### src/rtl/temporal_encoder.sv
// Turns a binary operand into a unary-in-time pulse stream over a fixed window of
// 2**DATA_WIDTH cycles. The ones come first, and there are in_data of them.
module temporal_encoder #(
  parameter int unsigned DATA_WIDTH = 4
) (
  input  logic                  clk,
  input  logic                  rst_n,
  input  logic                  abort,
  input  logic                  in_valid,
  output logic                  in_ready,
  input  logic [DATA_WIDTH-1:0] in_data,
  output logic                  bit_out,
  output logic                  bit_valid,
  output logic                  window_start,
  output logic                  window_done
);

  localparam logic [DATA_WIDTH-1:0] CNT_LAST = '1;

  typedef enum logic {IDLE, RUN} state_e;

  state_e                state_q, state_d;
  logic [DATA_WIDTH-1:0] cnt_q, cnt_d;
  logic [DATA_WIDTH-1:0] value_q, value_d;
  logic                  bit_out_d, bit_valid_d, window_start_d, window_done_d;
  logic                  accept;

  // cnt_q always indexes the beat that the output registers currently show. The
  // outputs are therefore loaded from the next-state values, which keeps accept
  // latency at one cycle.
  always_comb begin
    in_ready = !abort && ((state_q == IDLE) || (cnt_q == CNT_LAST));
    accept   = in_valid && in_ready;

    state_d  = state_q;
    cnt_d    = cnt_q;
    value_d  = value_q;

    if (abort) begin
      state_d = IDLE;
      cnt_d   = '0;
    end else if (accept) begin
      state_d = RUN;
      cnt_d   = '0;
      value_d = in_data;
    end else if (state_q == RUN) begin
      if (cnt_q == CNT_LAST) begin
        state_d = IDLE;
        cnt_d   = '0;
      end else begin
        cnt_d = cnt_q + DATA_WIDTH'(1);
      end
    end

    bit_valid_d    = (state_d == RUN);
    bit_out_d      = (state_d == RUN) && (cnt_d < value_d);
    window_start_d = (state_d == RUN) && (cnt_d == '0);
    window_done_d  = (state_d == RUN) && (cnt_d == CNT_LAST);
  end

  always_ff @(posedge clk or negedge rst_n) begin
    if (!rst_n) begin
      state_q      <= IDLE;
      cnt_q        <= '0;
      value_q      <= '0;
      bit_out      <= 1'b0;
      bit_valid    <= 1'b0;
      window_start <= 1'b0;
      window_done  <= 1'b0;
    end else begin
      state_q      <= state_d;
      cnt_q        <= cnt_d;
      value_q      <= value_d;
      bit_out      <= bit_out_d;
      bit_valid    <= bit_valid_d;
      window_start <= window_start_d;
      window_done  <= window_done_d;
    end
  end

endmodule
### config.mk
export PLATFORM = sky130hd
export DESIGN_NAME = temporal_encoder
export DESIGN_NICKNAME = d
export VERILOG_FILES = /design/src/rtl/temporal_encoder.sv
export SDC_FILE = /design/constraint.sdc
export NUM_CORES = 1
export LEC_CHECK = 0
export CAP_MARGIN = 20
export CORE_MARGIN = 2
export CORE_UTILIZATION = 45
export CTS_CLUSTER_SIZE = 25
export DETAILED_ROUTE_END_ITERATION = 10
export PLACE_DENSITY = 0.81
export SYNTH_ARGS = -nofsm -noshare
export SYNTH_HDL_FRONTEND = slang
export SYNTH_SLANG_ARGS = --single-unit
### constraint.sdc
create_clock -name clk -period 2.3 [get_ports clk]
set_input_delay 0.345 -clock clk [delete_from_list [all_inputs] [get_ports clk]]
set_output_delay 0.345 -clock clk [all_outputs]
set_load 0.005 [all_outputs]
==> out/qor.json, run 1 <==
{
  "numClockSinks": 12,
  "tritoncts.num_buffers": 3,
  "clkSlewWorstSetupHoldPaths_ps": 70,
  "peakVddDrop_v": 0.0003334,
  "synth_seq_area_share_pct": 42.78,
  "setup.worst_path.end_class": "output port",
  "drc_errors": 0,
  "avgSynthCellArea_um2": 11.32,
  "worst-path-max-fanout": 5,
  "synthesized_area_um2": 701.9,
  "routed_wire_length_per_instance_um": 14.36,
  "worstSkewPairLatency_ps": 270,
  "postSynthNetCount": 74,
  "io_pins": 13,
  "drt_iter0_drc": 12,
  "place_area_um2": 857.1,
  "routed-via-count": 582,
  "critical-path-top-delay-family": "buffers and inverters",
  "critPathSlowestCell": "sky130_fd_sc_hd__clkdlybuf4s50_1",
  "antenna_left": 0,
  "drv_cap": 0,
  "post_synth_num_cell_types": 28,
  "slew_headroom_pct": 64.50,
  "hpwlAfterDp_um": 1108,
  "maxSlewViolCount": 0,
  "detail_route.first_pass.iterations": 4,
  "worst-setup-path-type": "reg -> out",
  "post_route_cells_drive_above_1_share_pct": 25.93,
  "power.density_mw_per_mm2": 569.2,
  "area_share_of_the_leading_cell_type_in_the_synthesized_netlist_pct": 42.78,
  "initial_cell_density_of_the_core_pct": 47.14,
  "worstHoldPathType": "in -> async",
  "cts_htree_levels": 1,
  "finalSetupViolations": 0,
  "grt-ovfl-total": 0,
  "place.port_buffers": 12,
  "overall_die_area_mm2": 0.001892,
  "worstMarginPinSlew_ps": 530.8,
  "layout_min_cycle_time_ps": 2156,
  "dieWidth_um": 43.50,
  "flow.area_growth_from_synthesis_pct": 28.52,
  "setup.worst_path.start_class": "flip-flop",
  "wirelength_um": 1393,
  "fmaxAchievable_mhz": 463.7,
  "fin_area_um2": 902.1,
  "synth_top_cells_by_area": "sky130_fd_sc_hd__dfrtp_1 43%, sky130_fd_sc_hd__ha_1 7.1%, sky130_fd_sc_hd__mux2i_1 7.1%",
  "pwr_total_w": 0.0005135,
  "warning_count_from_the_yosys_run": 0,
  "postCtsResizedCells": 0,
  "cp_slowest_stage_delay_ps": 490,
  "post_cts_hold_buffer_count": 0,
  "grt_setup_unrepaired": "no",
  "number_of_antenna_violations_at_the_first_check_in_global_routing": 0,
  "p_leak_nw": 0.4073,
  "antenna-diode-count": 0,
  "async_flop_share_pct": 100.0,
  "total_negative_setup_slacks_ps": 0,
  "chain_of_cells_forming_the_critical_path": "ha_2 > nand3_1 > a21oi_2 > buf_4 > clkdlybuf4s50_1",
  "total_global_routing_track_utilization_pct": 18.32,
  "critical_path_required_ps": 1960,
  "cts_tree": "yes",
  "crit_arrival_ps": 1810,
  "route.detailed.vias_per_inst": 6.000,
  "grt_start_max_net_pins": 13,
  "timing.critical_path.buf_inv": 2,
  "clock_skew_ps": 2.879,
  "fin_nets": 94,
  "synthesis.instances": 62,
  "std_cell_rows": 14,
  "grt_first_pass_wirelength_um": 2539,
  "timing_hold_violations_final": 0,
  "die_y_um": 43.50,
  "cts_root_buf": "sky130_fd_sc_hd__clkbuf_4",
  "status": "finished, final reports clean",
  "netlist.top_cell.by_area": "sky130_fd_sc_hd__dfrtp_1",
  "core_area_mm2": 0.001489,
  "cts.path.max_buffers": 2,
  "globalplace.congestion": 0.8050,
  "post_cts.repair.setup_buffers": 0,
  "synth.ff_latch_count": 12,
  "yosys_most_used_dff": "sky130_fd_sc_hd__dfrtp_1",
  "mostFrequentLayoutCells": "12 x sky130_fd_sc_hd__clkdlybuf4s50_1, 11 x sky130_fd_sc_hd__dfrtp_1, 6 x sky130_fd_sc_hd__buf_4",
  "layout_commonest_cell": "sky130_fd_sc_hd__clkdlybuf4s50_1",
  "fin_crit_sh_pct": 93.76,
  "grt_pass1_vias": 608,
  "synth_edf_count": 0
}
-- registers in the layout, indices dropped and copies added, names as in the netlist --
name          cells
state_q           1
cnt_q             4
bit_out           1
window_start      1
value_q           4
window_done       1
-- path summary, 6_finish.rpt --
path	from	cells past startpoint	slack, ps	to
worst max-delay path	cnt_q[1]	5	140	in_ready
worst min-delay path	rst_n	1	420	value_q[2]
worst max register to register	cnt_q[1]	7	230	bit_out
worst min register to register	value_q[1]	1	490	value_q[1]
max in group asynchronous	rst_n	1	1500	cnt_q[1]
min in group clk	value_q[1]	1	490	value_q[1]
-- routing by layer --
layer,vias to the layer above,track usage (%),share of wire (%)
met5,-,0,0
met1,293,23.61,44
met2,12,28.96,51
met4,0,7.879,0
met3,0,5.000,4.2
li1,277,-,-
-- power by group --
group          internal, W  switching, W  total, W
combinational    0.0000606     0.0000482  0.000109
clock            0.0000961     0.0000670  0.000163
sequential        0.000231     0.0000108  0.000241
-- cell families (layout without fill, tap and decap cells) --
kind of cell / after synthesis / in the layout / share of synthesized area [%]
mux: 8 / 8 / 11.94
simple gates: 16 / 16 / 13.37
compound gates: 16 / 16 / 18.90
buf+inv: 6 / 25 / 5.882
fa+ha+maj: 4 / 4 / 7.130
flops: 12 / 12 / 42.78
-- layout make-up --
type / count / area, um^2
repair buffers: 18 / 165.2
fillers: 128 / 586.8
flip-flops and latches: 12 / 301.5
inverters: 3 / 11.26
well taps: 16 / 20.02
multi-input cells: 44 / 367.9
clock buffers: 4 / 36.28
-- through the flow --
stage | worst slack, ps | hold slack, ps | util [%] | cells
6_report | 143.6 | 421.9 | 60.59 | 97
5_1_grt | 27.92 | 456.1 | 60.59 | 97
2_1_floorplan | 253.5 | 49.41 | - | 62
3_3_place_gp | 138.4 | 472.2 | 57.56 | 93
3_5_place_dp | 99.01 | 477.2 | 57.56 | 93
4_1_cts | 50.31 | 433.5 | 60.00 | 97
-- Yosys cell counts (2+ instances only) --
cell                      instances
sky130_fd_sc_hd__a21oi_1          5
sky130_fd_sc_hd__and2_1           2
sky130_fd_sc_hd__buf_6            2
sky130_fd_sc_hd__dfrtp_1         12
sky130_fd_sc_hd__ha_1             4
sky130_fd_sc_hd__inv_1            3
sky130_fd_sc_hd__mux2_2           2
sky130_fd_sc_hd__mux2i_1          5
sky130_fd_sc_hd__nand2_1          2
sky130_fd_sc_hd__nand3_1          5
sky130_fd_sc_hd__nor2_1           2
sky130_fd_sc_hd__o21ai_0          2
Power figures use the tool's default switching activity.
==> run 2, diff against run 1 <==
- ABC_CLOCK_PERIOD_IN_PS: default -> 2300
- CORE_ASPECT_RATIO: default -> 0.9
==> out/qor.json, run 2 (synthesized netlist as in run 1, its figures left out) <==
{
  "worst-path-max-fanout": {"value": 5, "change": "unchanged"},
  "stdcell_count": {"value": 96, "change": "-1.0%"},
  "grt_start_max_net_pins": {"value": 13, "change": "unchanged"},
  "fin_nets": {"value": 94, "change": "unchanged"},
  "grt_first_pass_wirelength": {"value": 2587, "unit": "um", "change": "+1.9%"},
  "post_route_cells_drive_above_1_share": {"value": 24.69, "unit": "%", "change": "-1.2 points"},
  "clkSlewWorstSetupHoldPaths": {"value": 80, "unit": "ps", "change": "about the same"},
  "fmaxAchievable": {"value": 459.1, "unit": "MHz", "change": "-1.0%"},
  "routed_wire_length_per_instance": {"value": 16.35, "unit": "um", "change": "+14%"},
  "io_pins": {"value": 13, "change": "unchanged"},
  "hpwlAfterDp": {"value": 1190, "unit": "um", "change": "+7.4%"},
  "register_area": {"value": 300.3, "unit": "um^2", "change": "-0.41%"},
  "peakVddDrop": {"value": 0.0004221, "unit": "V", "change": "+27%"},
  "grt-ovfl-total": {"value": 0, "change": "unchanged"},
  "grt_setup_unrepaired": "no",
  "drc_errors": {"value": 0, "change": "unchanged"},
  "cts.path.max_buffers": {"value": 2, "change": "unchanged"},
  "slew_headroom": {"value": 63.64, "unit": "%", "change": "-0.86 points"},
  "cts_htree_levels": {"value": 1, "change": "unchanged"},
  "pwr_total": {"value": 0.0005191, "unit": "W", "change": "+1.1%"},
  "worstSkewPairLatency": {"value": 280, "unit": "ps", "change": "about the same"},
  "post_cts_hold_buffer_count": {"value": 0, "change": "unchanged"},
  "placedCellCount": {"value": 92, "change": "-1.1%"},
  "std_cell_rows": {"value": 13, "change": "-1"},
  "critical_path_required": {"value": 1960, "unit": "ps", "change": "about the same"},
  "globalplace.congestion": {"value": 0.8946, "change": "+11%"},
  "p_leak": {"value": 0.4087, "unit": "nW", "change": "+0.33%"},
  "antenna-diode-count": {"value": 0, "change": "unchanged"},
  "detail_route.first_pass.iterations": {"value": 4, "change": "unchanged"},
  "setup.worst_path.end_class": "output port",
  "top_regs": "cnt_q (4), value_q (4)",
  "routed-via-count": {"value": 600, "change": "+3.1%"},
  "dieWidth": {"value": 45.63, "unit": "um", "change": "+4.9%"},
  "drt_iter0_drc": {"value": 16, "change": "+4"},
  "worstMarginPinSlew": {"value": 543.6, "unit": "ps", "change": "+12.83 ps"},
  "status": "finished, final reports clean",
  "numClockSinks": {"value": 12, "change": "unchanged"},
  "r2r.worst_path.cells": {"value": 8, "change": "+1"},
  "area_taken_by_multi_input_logic_gates": {"value": 367.9, "unit": "um^2", "change": "unchanged"},
  "cts_tree": "yes",
  "drv_cap": {"value": 0, "change": "unchanged"},
  "cts_root_buf": "sky130_fd_sc_hd__clkbuf_4",
  "layout_min_cycle_time": {"value": 2178, "unit": "ps", "change": "+21.90 ps"},
  "grt_pass1_vias": {"value": 568, "change": "-6.6%"},
  "route.detailed.vias_per_inst": {"value": 6.250, "change": "+4.2%"},
  "fillers": {"value": 126, "change": "-1.6%"},
  "power.density": {"value": 577.0, "unit": "mW/mm^2", "change": "+1.4%"},
  "worstHoldPathType": "in -> async",
  "finalSetupViolations": {"value": 0, "change": "unchanged"},
  "fin_crit_sh": {"value": 94.71, "unit": "%", "change": "+0.95 points"},
  "overall_die_area": {"value": 0.001892, "unit": "mm^2", "change": "about the same"},
  "mostFrequentLayoutCells": "12 x sky130_fd_sc_hd__dfrtp_1, 12 x sky130_fd_sc_hd__clkdlybuf4s50_1, 6 x sky130_fd_sc_hd__buf_4",
  "clock_skew": {"value": 10.88, "unit": "ps", "change": "+8.001 ps"},
  "worst-setup-path-type": "reg -> out",
  "crit_arrival": {"value": 1830, "unit": "ps", "change": "+20 ps"},
  "maxSlewViolCount": {"value": 0, "change": "unchanged"},
  "total_global_routing_track_utilization": {"value": 19.60, "unit": "%", "change": "+1.3 points"},
  "core_area": {"value": 0.001448, "unit": "mm^2", "change": "-2.8%"},
  "final.hold.worst_slack": {"value": 414.5, "unit": "ps", "change": "-7.395 ps"},
  "flow.area_growth_from_synthesis_pct": 28.16,
  "setup.worst_path.start_class": "flip-flop",
  "total_negative_setup_slacks": {"value": 0, "unit": "ps", "change": "unchanged"},
  "number_of_antenna_violations_at_the_first_check_in_global_routing": {"value": 0, "change": "unchanged"},
  "place.port_buffers": {"value": 12, "change": "unchanged"},
  "die_y": {"value": 41.47, "unit": "um", "change": "-4.7%"},
  "wirelength": {"value": 1570, "unit": "um", "change": "+13%"},
  "timing_hold_violations_final": {"value": 0, "change": "unchanged"},
  "tritoncts.num_buffers": {"value": 3, "change": "unchanged"},
  "initial_cell_density_of_the_core": {"value": 48.49, "unit": "%", "change": "+1.3 points"},
  "antenna_left": {"value": 0, "change": "unchanged"}
}
-- run 2: cell counts in the layout (fill, tap and decap cells not counted) --
No cell type changed its count.
-- run 2: final timing paths --
| kind | startpoint | to | slack (ps) |
|---|---|---|---|
| min in group clk | value_q[3] | value_q[3] | 510 |
| max in group asynchronous | rst_n | value_q[0] | 1520 |
| worst min-delay path | rst_n | value_q[2] | 410 |
| worst min register to register | value_q[3] | value_q[3] | 510 |
| worst max-delay path | cnt_q[1] | in_ready | 120 |
| worst max register to register | cnt_q[1] | bit_out | 150 |
-- run 2: report_power, final --
part           total (W)  switching [W]  leakage, nW  internal, W
sequential      0.000243      0.0000128        0.154     0.000231
combinational   0.000109      0.0000486        0.234    0.0000605
clock           0.000167      0.0000702       0.0210    0.0000964
total           0.000519       0.000132        0.409     0.000387
-- run 2: layout make-up --
type                       instances  share of cell area [%]
tap                               15                   2.086
timing repair buffer              18                   18.36
clock buffer                       4                   4.033
multi-input combinational         44                   40.89
sequential                        12                   33.38
inverter                           3                   1.252
-- run 2: worst max-delay path, cell delays in order (launching register included) --
cell and delay (ps):
sky130_fd_sc_hd__dfrtp_1 420, sky130_fd_sc_hd__ha_2 250, sky130_fd_sc_hd__nand3_1 140, sky130_fd_sc_hd__a21oi_2 220, sky130_fd_sc_hd__clkdlybuf4s50_1 530
-- run 2: through the flow --
step | util (%) | setup slack, ps | instance area [um^2]
5_1_grt | 62.14 | 15.28 | 899.6
4_1_cts | 61.71 | 32.46 | 893.4
3_5_place_dp | 59.12 | 52.73 | 855.8
3_3_place_gp | 59.12 | 144.9 | 855.8
2_1_floorplan | - | 253.5 | 701.9
6_report | 62.14 | 121.7 | 899.6
-- run 2: layer usage --
metal | GRT usage [%] | vias to the layer above | wire length [um]
met5 | 0 | - | 0
met4 | 12.35 | 0 | 39
met3 | 6.522 | 6 | 104
met2 | 27.89 | 33 | 787
met1 | 24.86 | 286 | 638
li1 | - | 275 | -
-- run 2: timing repair --
item / 4_1_cts / 5_1_grt
endpoints found under the setup margin: 1 / 2
gates cloned: 0 / 0
buffers inserted: 0 / 0
gates resized for setup: 1 / 2
pin swaps: 0 / 0
